### config.mk
export PLATFORM = sky130hd
export DESIGN_NAME = rom_load_arbiter
export DESIGN_NICKNAME = d
export VERILOG_FILES = /design/src/rtl/rom_load_arbiter.sv
export SDC_FILE = /design/constraint.sdc
export NUM_CORES = 1
export LEC_CHECK = 0
export BUFFER_PORTS_ARGS = -buffer_cell sky130_fd_sc_hd__buf_2
export CAP_MARGIN = 30
export CORE_ASPECT_RATIO = 0.7
export CORE_MARGIN = 4
export CORE_UTILIZATION = 56
export DETAILED_ROUTE_END_ITERATION = 16
export PLACE_DENSITY = 0.84
export SLEW_MARGIN = 20
export SYNTH_ARGS = -nofsm -noshare
export SYNTH_HDL_FRONTEND = slang
export SYNTH_SLANG_ARGS = --single-unit
### constraint.sdc
create_clock -name clk_sys -period 4.2 [get_ports clk_sys]
set_clock_uncertainty 0.05 [all_clocks]
set_input_delay 0.21 -clock clk_sys [delete_from_list [all_inputs] [get_ports clk_sys]]
set_output_delay 0.21 -clock clk_sys [all_outputs]
set_load 0.1 [all_outputs]
### src/rtl/rom_load_arbiter.sv
// ROM download sequencer: buffers ioctl words and arbitrates the SDRAM port between loader and core.
// Optional ROM_HDR_SKIP_EN: strips a 512-byte copier header from ROM files.

module rom_load_arbiter #(
  parameter int         FIFO_DEPTH = 4,
  parameter logic [7:0] ROM_INDEX  = 8'h00
) (
  input  logic        clk_sys,
  input  logic        reset,
  input  logic        ioctl_download,
  input  logic [7:0]  ioctl_index,
  input  logic        ioctl_wr,
  input  logic [24:0] ioctl_addr,
  input  logic [15:0] ioctl_dout,
  input  logic [23:0] ioctl_filesize,
  input  logic        core_req,
  input  logic        core_we,
  input  logic [23:0] core_addr,
  input  logic [15:0] core_din,
  output logic        core_ack,
  output logic [15:0] core_dout,
  output logic        mem_req,
  output logic        mem_we,
  output logic [23:0] mem_addr,
  output logic [15:0] mem_din,
  input  logic        mem_ack,
  input  logic [15:0] mem_dout,
  output logic        core_reset,
  output logic [23:0] rom_mask,
  output logic        load_done,
  output logic        overflow
);

  localparam int AW = $clog2(FIFO_DEPTH);

  typedef enum logic [1:0] {S_IDLE, S_LOAD, S_DRAIN} state_t;
  typedef enum logic [1:0] {P_IDLE, P_BUSY, P_GAP} port_t;

  state_t state_reg, state_next;
  port_t  port_reg, port_next;

  logic        wr_q, dl_q;
  logic        dl_rise, dl_fall;
  logic        load_start, load_finish;
  logic        issue_loader, issue_core;
  logic        grant_core_reg;
  logic        mem_req_reg, mem_we_reg;
  logic [23:0] mem_addr_reg;
  logic [15:0] mem_din_reg;
  logic        core_reset_reg, load_done_reg, overflow_reg;
  logic [23:0] rom_mask_reg;
  logic [24:0] max_addr_reg, push_word_end;

  logic        word_valid, hdr_drop;
  logic [23:0] hdr_off;
  logic        push_vld_reg, push_ok, pop;
  logic [23:0] push_addr_reg;
  logic [15:0] push_data_reg;

  logic [23:0] fifo_addr_mem [FIFO_DEPTH];
  logic [15:0] fifo_data_mem [FIFO_DEPTH];
  logic [AW:0] wr_ptr_reg, rd_ptr_reg;
  logic        fifo_empty, fifo_full;
  logic        unused_inputs;

  assign unused_inputs = ^{ioctl_addr[0], ioctl_filesize};

  assign dl_rise = ioctl_download & ~dl_q;
  assign dl_fall = ~ioctl_download & dl_q;

`ifdef ROM_HDR_SKIP_EN
  logic hdr_skip_reg;

  always_ff @(posedge clk_sys) begin
    if (reset)
      hdr_skip_reg <= 1'b0;
    else if (load_start)
      hdr_skip_reg <= (ioctl_filesize[9:0] == 10'd512);
  end

  assign hdr_off  = hdr_skip_reg ? 24'd256 : 24'd0;
  assign hdr_drop = hdr_skip_reg && (ioctl_addr < 25'd512);
`else
  assign hdr_off  = 24'd0;
  assign hdr_drop = 1'b0;
`endif

  assign word_valid = (ioctl_wr != wr_q) && (state_reg == S_LOAD) && !hdr_drop;

  assign fifo_empty = (wr_ptr_reg == rd_ptr_reg);
  assign fifo_full  = (wr_ptr_reg[AW] != rd_ptr_reg[AW]) &&
                      (wr_ptr_reg[AW-1:0] == rd_ptr_reg[AW-1:0]);
  assign push_ok    = push_vld_reg && !fifo_full;
  // The head entry stays in the FIFO until its write is acknowledged.
  assign pop        = (port_reg == P_BUSY) && !grant_core_reg && mem_ack;
  assign push_word_end = {1'b0, push_addr_reg} + 25'd1;

  function automatic logic [23:0] size_mask(input logic [24:0] words);
    logic [23:0] m;
    m = {words[22:0], 1'b0} - 24'd1;
    m = m | (m >> 1);
    m = m | (m >> 2);
    m = m | (m >> 4);
    m = m | (m >> 8);
    m = m | (m >> 16);
    if (words == 25'd0)
      return 24'd0;
    else if (words[24] || words[23])
      return 24'hFFFFFF;
    else
      return m;
  endfunction

  always_comb begin
    state_next   = state_reg;
    port_next    = port_reg;
    load_start   = 1'b0;
    load_finish  = 1'b0;
    issue_loader = 1'b0;
    issue_core   = 1'b0;
    case (state_reg)
      S_IDLE:
        if (dl_rise && ioctl_index == ROM_INDEX) begin
          state_next = S_LOAD;
          load_start = 1'b1;
        end
      S_LOAD:
        if (dl_fall)
          state_next = S_DRAIN;
      S_DRAIN:
        if (fifo_empty && !push_vld_reg) begin
          state_next  = S_IDLE;
          load_finish = 1'b1;
        end
      default: state_next = S_IDLE;
    endcase
    case (port_reg)
      P_IDLE:
        if (state_reg != S_IDLE && !fifo_empty) begin
          issue_loader = 1'b1;
          port_next    = P_BUSY;
        end else if (state_reg == S_IDLE && core_req) begin
          issue_core = 1'b1;
          port_next  = P_BUSY;
        end
      P_BUSY:
        if (mem_ack)
          port_next = P_GAP;
      P_GAP:
        port_next = P_IDLE;
      default: port_next = P_IDLE;
    endcase
  end

  always_ff @(posedge clk_sys) begin
    wr_q <= ioctl_wr;
    dl_q <= ioctl_download;
    if (reset) begin
      state_reg      <= S_IDLE;
      port_reg       <= P_IDLE;
      grant_core_reg <= 1'b0;
      mem_req_reg    <= 1'b0;
      mem_we_reg     <= 1'b0;
      core_reset_reg <= 1'b1;
      load_done_reg  <= 1'b0;
      overflow_reg   <= 1'b0;
      rom_mask_reg   <= 24'hFFFFFF;
      max_addr_reg   <= 25'd0;
      push_vld_reg   <= 1'b0;
      wr_ptr_reg     <= '0;
      rd_ptr_reg     <= '0;
    end else begin
      state_reg     <= state_next;
      port_reg      <= port_next;
      load_done_reg <= load_finish;
      push_vld_reg  <= word_valid;

      if (load_start)
        core_reset_reg <= 1'b1;
      else if (state_reg == S_IDLE)
        core_reset_reg <= 1'b0;

      if (load_finish)
        rom_mask_reg <= size_mask(max_addr_reg);

      if (load_start)
        overflow_reg <= 1'b0;
      else if (push_vld_reg && fifo_full)
        overflow_reg <= 1'b1;

      if (load_start)
        max_addr_reg <= 25'd0;
      else if (push_ok && push_word_end > max_addr_reg)
        max_addr_reg <= push_word_end;

      if (load_start) begin
        wr_ptr_reg <= '0;
        rd_ptr_reg <= '0;
      end else begin
        if (push_ok)
          wr_ptr_reg <= wr_ptr_reg + 1'b1;
        if (pop)
          rd_ptr_reg <= rd_ptr_reg + 1'b1;
      end

      if (issue_loader) begin
        mem_req_reg    <= 1'b1;
        mem_we_reg     <= 1'b1;
        grant_core_reg <= 1'b0;
      end else if (issue_core) begin
        mem_req_reg    <= 1'b1;
        mem_we_reg     <= core_we;
        grant_core_reg <= 1'b1;
      end else if (port_reg == P_BUSY && mem_ack) begin
        mem_req_reg <= 1'b0;
        mem_we_reg  <= 1'b0;
      end
    end
  end

  always_ff @(posedge clk_sys) begin
    push_addr_reg <= ioctl_addr[24:1] - hdr_off;
    push_data_reg <= ioctl_dout;
    if (push_ok) begin
      fifo_addr_mem[wr_ptr_reg[AW-1:0]] <= push_addr_reg;
      fifo_data_mem[wr_ptr_reg[AW-1:0]] <= push_data_reg;
    end
    if (issue_loader) begin
      mem_addr_reg <= fifo_addr_mem[rd_ptr_reg[AW-1:0]];
      mem_din_reg  <= fifo_data_mem[rd_ptr_reg[AW-1:0]];
    end else if (issue_core) begin
      mem_addr_reg <= core_addr;
      mem_din_reg  <= core_din;
    end
  end

  assign core_ack   = (port_reg == P_BUSY) && grant_core_reg && mem_ack;
  assign core_dout  = mem_dout;
  assign mem_req    = mem_req_reg;
  assign mem_we     = mem_we_reg;
  assign mem_addr   = mem_addr_reg;
  assign mem_din    = mem_din_reg;
  assign core_reset = core_reset_reg;
  assign rom_mask   = rom_mask_reg;
  assign load_done  = load_done_reg;
  assign overflow   = overflow_reg;

endmodule

# ---- Word-level counts from Yosys, hierarchy flattened
# Memories as Yosys holds them, arrays and structs flattened. A register that Yosys moved wholly into a read port is not among the register bits.
# Cells that the tools add are included.
# Widths: inputs -> output; s select.
dict set report op_classes {
  add_sub_neg 4
  n_lt_le_gt_ge 1
  eq_ne 12
  muxes 34
  n_bitwise 9
  reduce_logical 30
}
# op n
set op_table {}
lappend op_table {{$mux 24} 4}
lappend op_table {{$mux 16} 2}
lappend op_table {{$add 24x1->25 const B} 1}
lappend op_table {{$gt 25x25->1} 1}
lappend op_table {{$logic_not 25->1} 1}
lappend op_table {{$or 24x16->24} 1}
lappend op_table {{$or 24x20->24} 1}
lappend op_table {{$or 24x22->24} 1}
lappend op_table {{$or 24x23->24} 1}
lappend op_table {{$or 24x8->24} 1}
lappend op_table {{$sub 24x1->24 const B} 1}
lappend op_table {{$mux 2} 10}
lappend op_table {{$mux 1} 16}
lappend op_table {{$logic_and 1x1->1} 14}
lappend op_table {{$logic_not 8->1} 1}
lappend op_table {{$ne 2x2->1 const B} 4}
lappend op_table {{$add 3x1->3 const B} 2}
lappend op_table {{$pmux 2 s3} 1}
lappend op_table {{$eq 2x1->1 const B} 2}
lappend op_table {{$logic_not 1->1} 4}
lappend op_table {{$logic_not 2->1} 2}
lappend op_table {{$pmux 2 s2} 1}
lappend op_table {{$reduce_bool 2->1} 2}
lappend op_table {{$reduce_or 2->1} 2}
lappend op_table {{11 further kinds} 14}
dict set report totals {
  reg_bits 148
  ram_bits 160
  input_bits 136
  out_inout_bits 86
  elab_cells 111
  mem_count 2
}
# memory words word_bits read_ports rd_clocked_by_memory_dff write_ports line
set mem_list {}
lappend mem_list {fifo_addr_mem 4 24 1 1 1 60} ;# logic [23:0] fifo_addr_mem [FIFO_DEPTH];
lappend mem_list {fifo_data_mem 4 16 1 1 1 61} ;# logic [15:0] fifo_data_mem [FIFO_DEPTH];

# ---- Depth between registers and ports, before layout
dict set report depth {
  ltp_word 8
  ltp_mapped 15
  depth_no_buf 14
}

# ---- Worst setup path after synthesis
# No wires, ideal clock.
dict set report synth_path {
  path_type {register to register}
  start {reg push_addr_reg[7]}
  end {reg max_addr_reg[10]}
  setup_time_ns 0.074
  t_arrival_ns 3.647
  required_time_ns 4.076
  path_slack_ns 0.429
  stages_incl_launch_ff 13
  n_path_buf 1
  synth_period_minus_slack_ns 3.771
  path_cell_list {dfxtp_1 nand4_1 nor4_1 nand3_1 nor2_1 xnor2_1 ha_1 nand4_1 nor4_1 o21ai_0 a21oi_1 clkbuf_1 mux2i_1}
}
dict set report synth_via {
  elab_chain_cells 3
}
# element line
set synth_rtl {}
lappend synth_rtl {{from (decl)} 57} ;# logic [23:0] push_addr_reg;
lappend synth_rtl {{from (signal assigned)} 222} ;# push_addr_reg <= ioctl_addr[24:1] - hdr_off;
lappend synth_rtl {{$add 24x1->25} 96} ;# assign push_word_end = {1'b0, push_addr_reg} + 25'd1;
lappend synth_rtl {{via push_word_end[22]} 52} ;# logic [24:0] max_addr_reg, push_word_end;
lappend synth_rtl {{$gt 25x25->1} 193} ;# else if (push_ok && push_word_end > max_addr_reg)
lappend synth_rtl {{$logic_and 1x1->1} 193}
lappend synth_rtl {{to (signal assigned)} 194} ;# max_addr_reg <= push_word_end;
lappend synth_rtl {{to (decl)} 52}
# The timed path passes the listed nets, and every way through them passes these cells.
# A chain may end at the register's enable or synchronous reset.

# ---- Final worst setup path
dict set report layout_path {
  start {reg push_addr_reg[8]}
  end {reg max_addr_reg[16]}
}
# Same word-level chain as after synthesis.

==> results.md <==
* Max-slew headroom at approximately 44%
* DP Area at 0.0141 mm2
* Sequential area share after synthesis at 63.0%
* Chip Height at between 100 and 150 um
* Mapped Area at ~0.013 mm2
* Core area at around 0.023 mm2
* Leading area contributor after synthesis: edfxtp_1
* Io pins at around 220
* Pint at between 4 and 5 mW
* CP Class: reg -> reg
* Fmax at between 0.2 and 0.3 GHz
* Die area at roughly 0.026 mm2
* Synth warn at 0
* Worst IR Drop VDD at 441 uV
* Drt total wl at around 30000 um
* First-pass GRT wire length at 46100 um
* Critical Path Fanout Max at 19
* Max Cap Viol at 0
* Final net count at about 1.3k
* Count of final setup violators at 0
* Filler cells at around 1.6k
* Clock network power share at about two fifths
* Final Hold Violating Endpoints at 0
* Worst Hold Depth at 4
* Min Tclk post-route at 3.90 ns
* Pwr Density at just over 400 mW/mm2
* Ys async rst share at 0%
* Logic pwr share at between 7 and 8%
* Router iterations before antenna repair at 5
* Post-synth cell types at 60
* Max reg flops at between 90 and 100
* Clk Latency, worst-skew pair at 0.53 ns
* Total track usage at about 22%
* Pin count of the biggest net entering global routing at 52
* Net Sw Power at ~1.5 mW
* Unrepaired setup endpoints after global routing: false
* CTS tree: built
* IO buf count at between 150 and 200
* Outcome: finished clean
* Vias in the first global route at around 8.6k
* Startpoint types: register
* Routed len/inst at 19.3 um
* FF-to-FF setup slack at between 0.3 and 0.4 ns
* Top FF cell, synth: edfxtp_1
* Drc violations at 0
* Reg2reg path depth at 15
* Vias/cell at between 5 and 6
* Switching Share at between 20% and 30%
* Hold path endpoint: mem_we$_SDFFE_PP0P_
* Overflow after GRT at 0
* Lkg Pwr at just under 6 nW
* Kind of cell adding the most delay to the critical path: simple AND/OR/NAND/NOR gates
* Final ANT Viol Nets at 0
* Count leader, synth: edfxtp_1
* Ratio of cells with drive above 1 in the final layout at between 20 and 30%
* Starting Density at 57.2%
* Area contributors post-synth: edfxtp_1 (46%), dfxtp_1 (17%), mux4_2 (6.9%), mux2_2 (3.5%), ha_1 (3.3%)
* Critical Path Slowest Stage Cell: dfxtp_1
* WP data required at 4.57 ns
* Vias post-DR at about 8.6k
* FF-to-FF Start: push_addr_reg[8]$_DFF_P_
* Slowest stage delay, CP at between 0.4 and 0.5 ns
* FF+latch count, synth at 310
* Fin area at ~0.016 mm2
* Setup TNS Final at 0 ns
* Post-synth top area share at between 40% and 50%
* Number of flops mapped to enable cells by yosys at 200
* Clock tree buffer depth at 3
* Total power draw at roughly 6.4 mW
* Gate Count Post-Synth at 939
* DP HPWL at approximately 19000 um
* 1st-iter DRT viols at between 800 and 900
* H-tree Lvls at 1
* Synth cell count leaders: edfxtp_1 (200), dfxtp_1 (110), nand2_1 (70)
* CTS sink count at 310
* Worst min path class: in -> reg
* Arr. time, crit path at approximately 4.3 ns
* Tcrit/Tclk final at ~93%
* Worst Tran Pin Value at between 0.8 and 0.9 ns
* TritonCTS Buffers at 29
* CP Capture Type: register
* Initial antenna violation count at 0
* Chip width at between 150 and 200 um
* Area added between synthesis and finish at 21.9%
* Worst flop-to-flop path endpoint: max_addr_reg[16]$_SDFFE_PP0P_
* Part of the power in registers at a little over half
* GP Congestion at 0.842
* Clk slew on worst S/H paths at ~0.06 ns
* # rows at 46
* HP Start: core_req
* Antenna cells at 0
* Avg Cell Area, Syn at 13.9 um2
* Critical-path cell list: nand4_1 > nor4_1 > buf_4 > nand3_1 > nor2_1 > xor2_1 > ha_1 > a21o_1 > a21o_1 > a21oi_1 > o21ai_0 > a21oi_1 > a21oi_2 > buf_12 > mux2i_1
* Post-Syn Nets at ~1.1k
* Buf/Inv on CP at 2
* Setup bufs post-CTS at 0
* Max-slew violation count at 0
* Clock root cell: clkbuf_16
-- area by class of cell --
type / count / area, um2 / share of cell area [%]
clock inverter: 18 / 155 / 0.977
inverter: 36 / 135 / 0.851
timing repair buffer: 270 / 1840 / 11.6
tap: 312 / 390 / 2.46
multi-input combinational: 528 / 4370 / 27.5
clock buffer: 35 / 778 / 4.90
sequential: 310 / 8210 / 51.7
-- placed cells by master, fill, tap and decap left out, drive strengths merged, types with 8 or more instances in the layout --
cell type    instances
nor4                14
inv                 39
a221o                9
xnor2               22
nor2                43
nand4               22
clkinv              12
ha                  34
a21o                 8
nand3               26
buf                186
or3                  8
nor3                13
mux2                40
xor2                12
a21oi               31
dfxtp              110
mux4                40
nand2               70
a31oi               10
clkbuf              35
dlygate4sd3         84
o21ai               24
mux2i               26
edfxtp             200
-- per-layer routing --
| layer | wire, um | part of all wire [%] | GRT usage, % |
|---|---|---|---|
| met4 | 484 | 1.7 | 3.91 |
| met5 | 0 | 0 | 0 |
| met3 | 1970 | 6.8 | 3.74 |
| met2 | 13800 | 47 | 36.7 |
| met1 | 12900 | 44 | 32.6 |
-- power groups by stage --
stage / sequential, mW / combinational, mW / clock, mW
after floorplan: 3.59 / 0.215 / 0
after global placement: 3.42 / 0.431 / 0
after detailed placement: 3.42 / 0.438 / 0
after CTS: 3.35 / 0.502 / 2.58
after global routing: 3.36 / 0.536 / 2.72
final: 3.35 / 0.505 / 2.56
-- per-stage QoR --
step | utilization, % | cells | hold WS (ns) | setup slack, ns
2_1_floorplan | - | 939 | 0.188 | 0.429
3_3_place_gp | 61.9 | 1372 | 0.262 | 0.627
3_5_place_dp | 61.9 | 1372 | 0.264 | 0.338
4_1_cts | 69.6 | 1509 | 0.00123 | 0.272
5_1_grt | 69.7 | 1509 | 0.0273 | 0.0652
6_report | 69.7 | 1509 | 0.0125 | 0.305
-- how the worst max path moves through the flow --
stage	from	to	slack, ns	cells past startpoint
5_1_grt	push_addr_reg[8]$_DFF_P_	max_addr_reg[21]$_SDFFE_PP0P_	0.07	15
2_1_floorplan	push_addr_reg[7]$_DFF_P_	max_addr_reg[10]$_SDFFE_PP0P_	0.43	12
6_report	push_addr_reg[8]$_DFF_P_	max_addr_reg[16]$_SDFFE_PP0P_	0.30	15
3_5_place_dp	push_addr_reg[8]$_DFF_P_	max_addr_reg[14]$_SDFFE_PP0P_	0.34	13
4_1_cts	push_addr_reg[8]$_DFF_P_	max_addr_reg[14]$_SDFFE_PP0P_	0.27	13
3_3_place_gp	push_addr_reg[8]$_DFF_P_	max_addr_reg[19]$_SDFFE_PP0P_	0.63	13
-- cell families (layout without fill, tap and decap cells) --
kind of cell,after synthesis,after routing,share of synthesized area (%)
flops,310,310,63.0
xor+xnor,34,34,2.29
mux,106,106,12.4
simple gates,242,242,9.68
fa+ha+maj,34,34,3.26
compound gates,112,112,5.79
buf+inv,101,359,3.62
-- tightest hold or removal path, cell delays in order --
cell and delay, ns:
buf_2 0.08, nand3_1 0.08, nand3_1 0.09, a31oi_1 0.08
-- repair_timing --
action                                 in CTS  in global routing
endpoints found under the hold margin      85                  0
resized for setup                           0                  1
setup endpoints to repair                   0                 11
hold buffers                               84                  0
No activity file was read; power rests on OpenSTA's default activity.
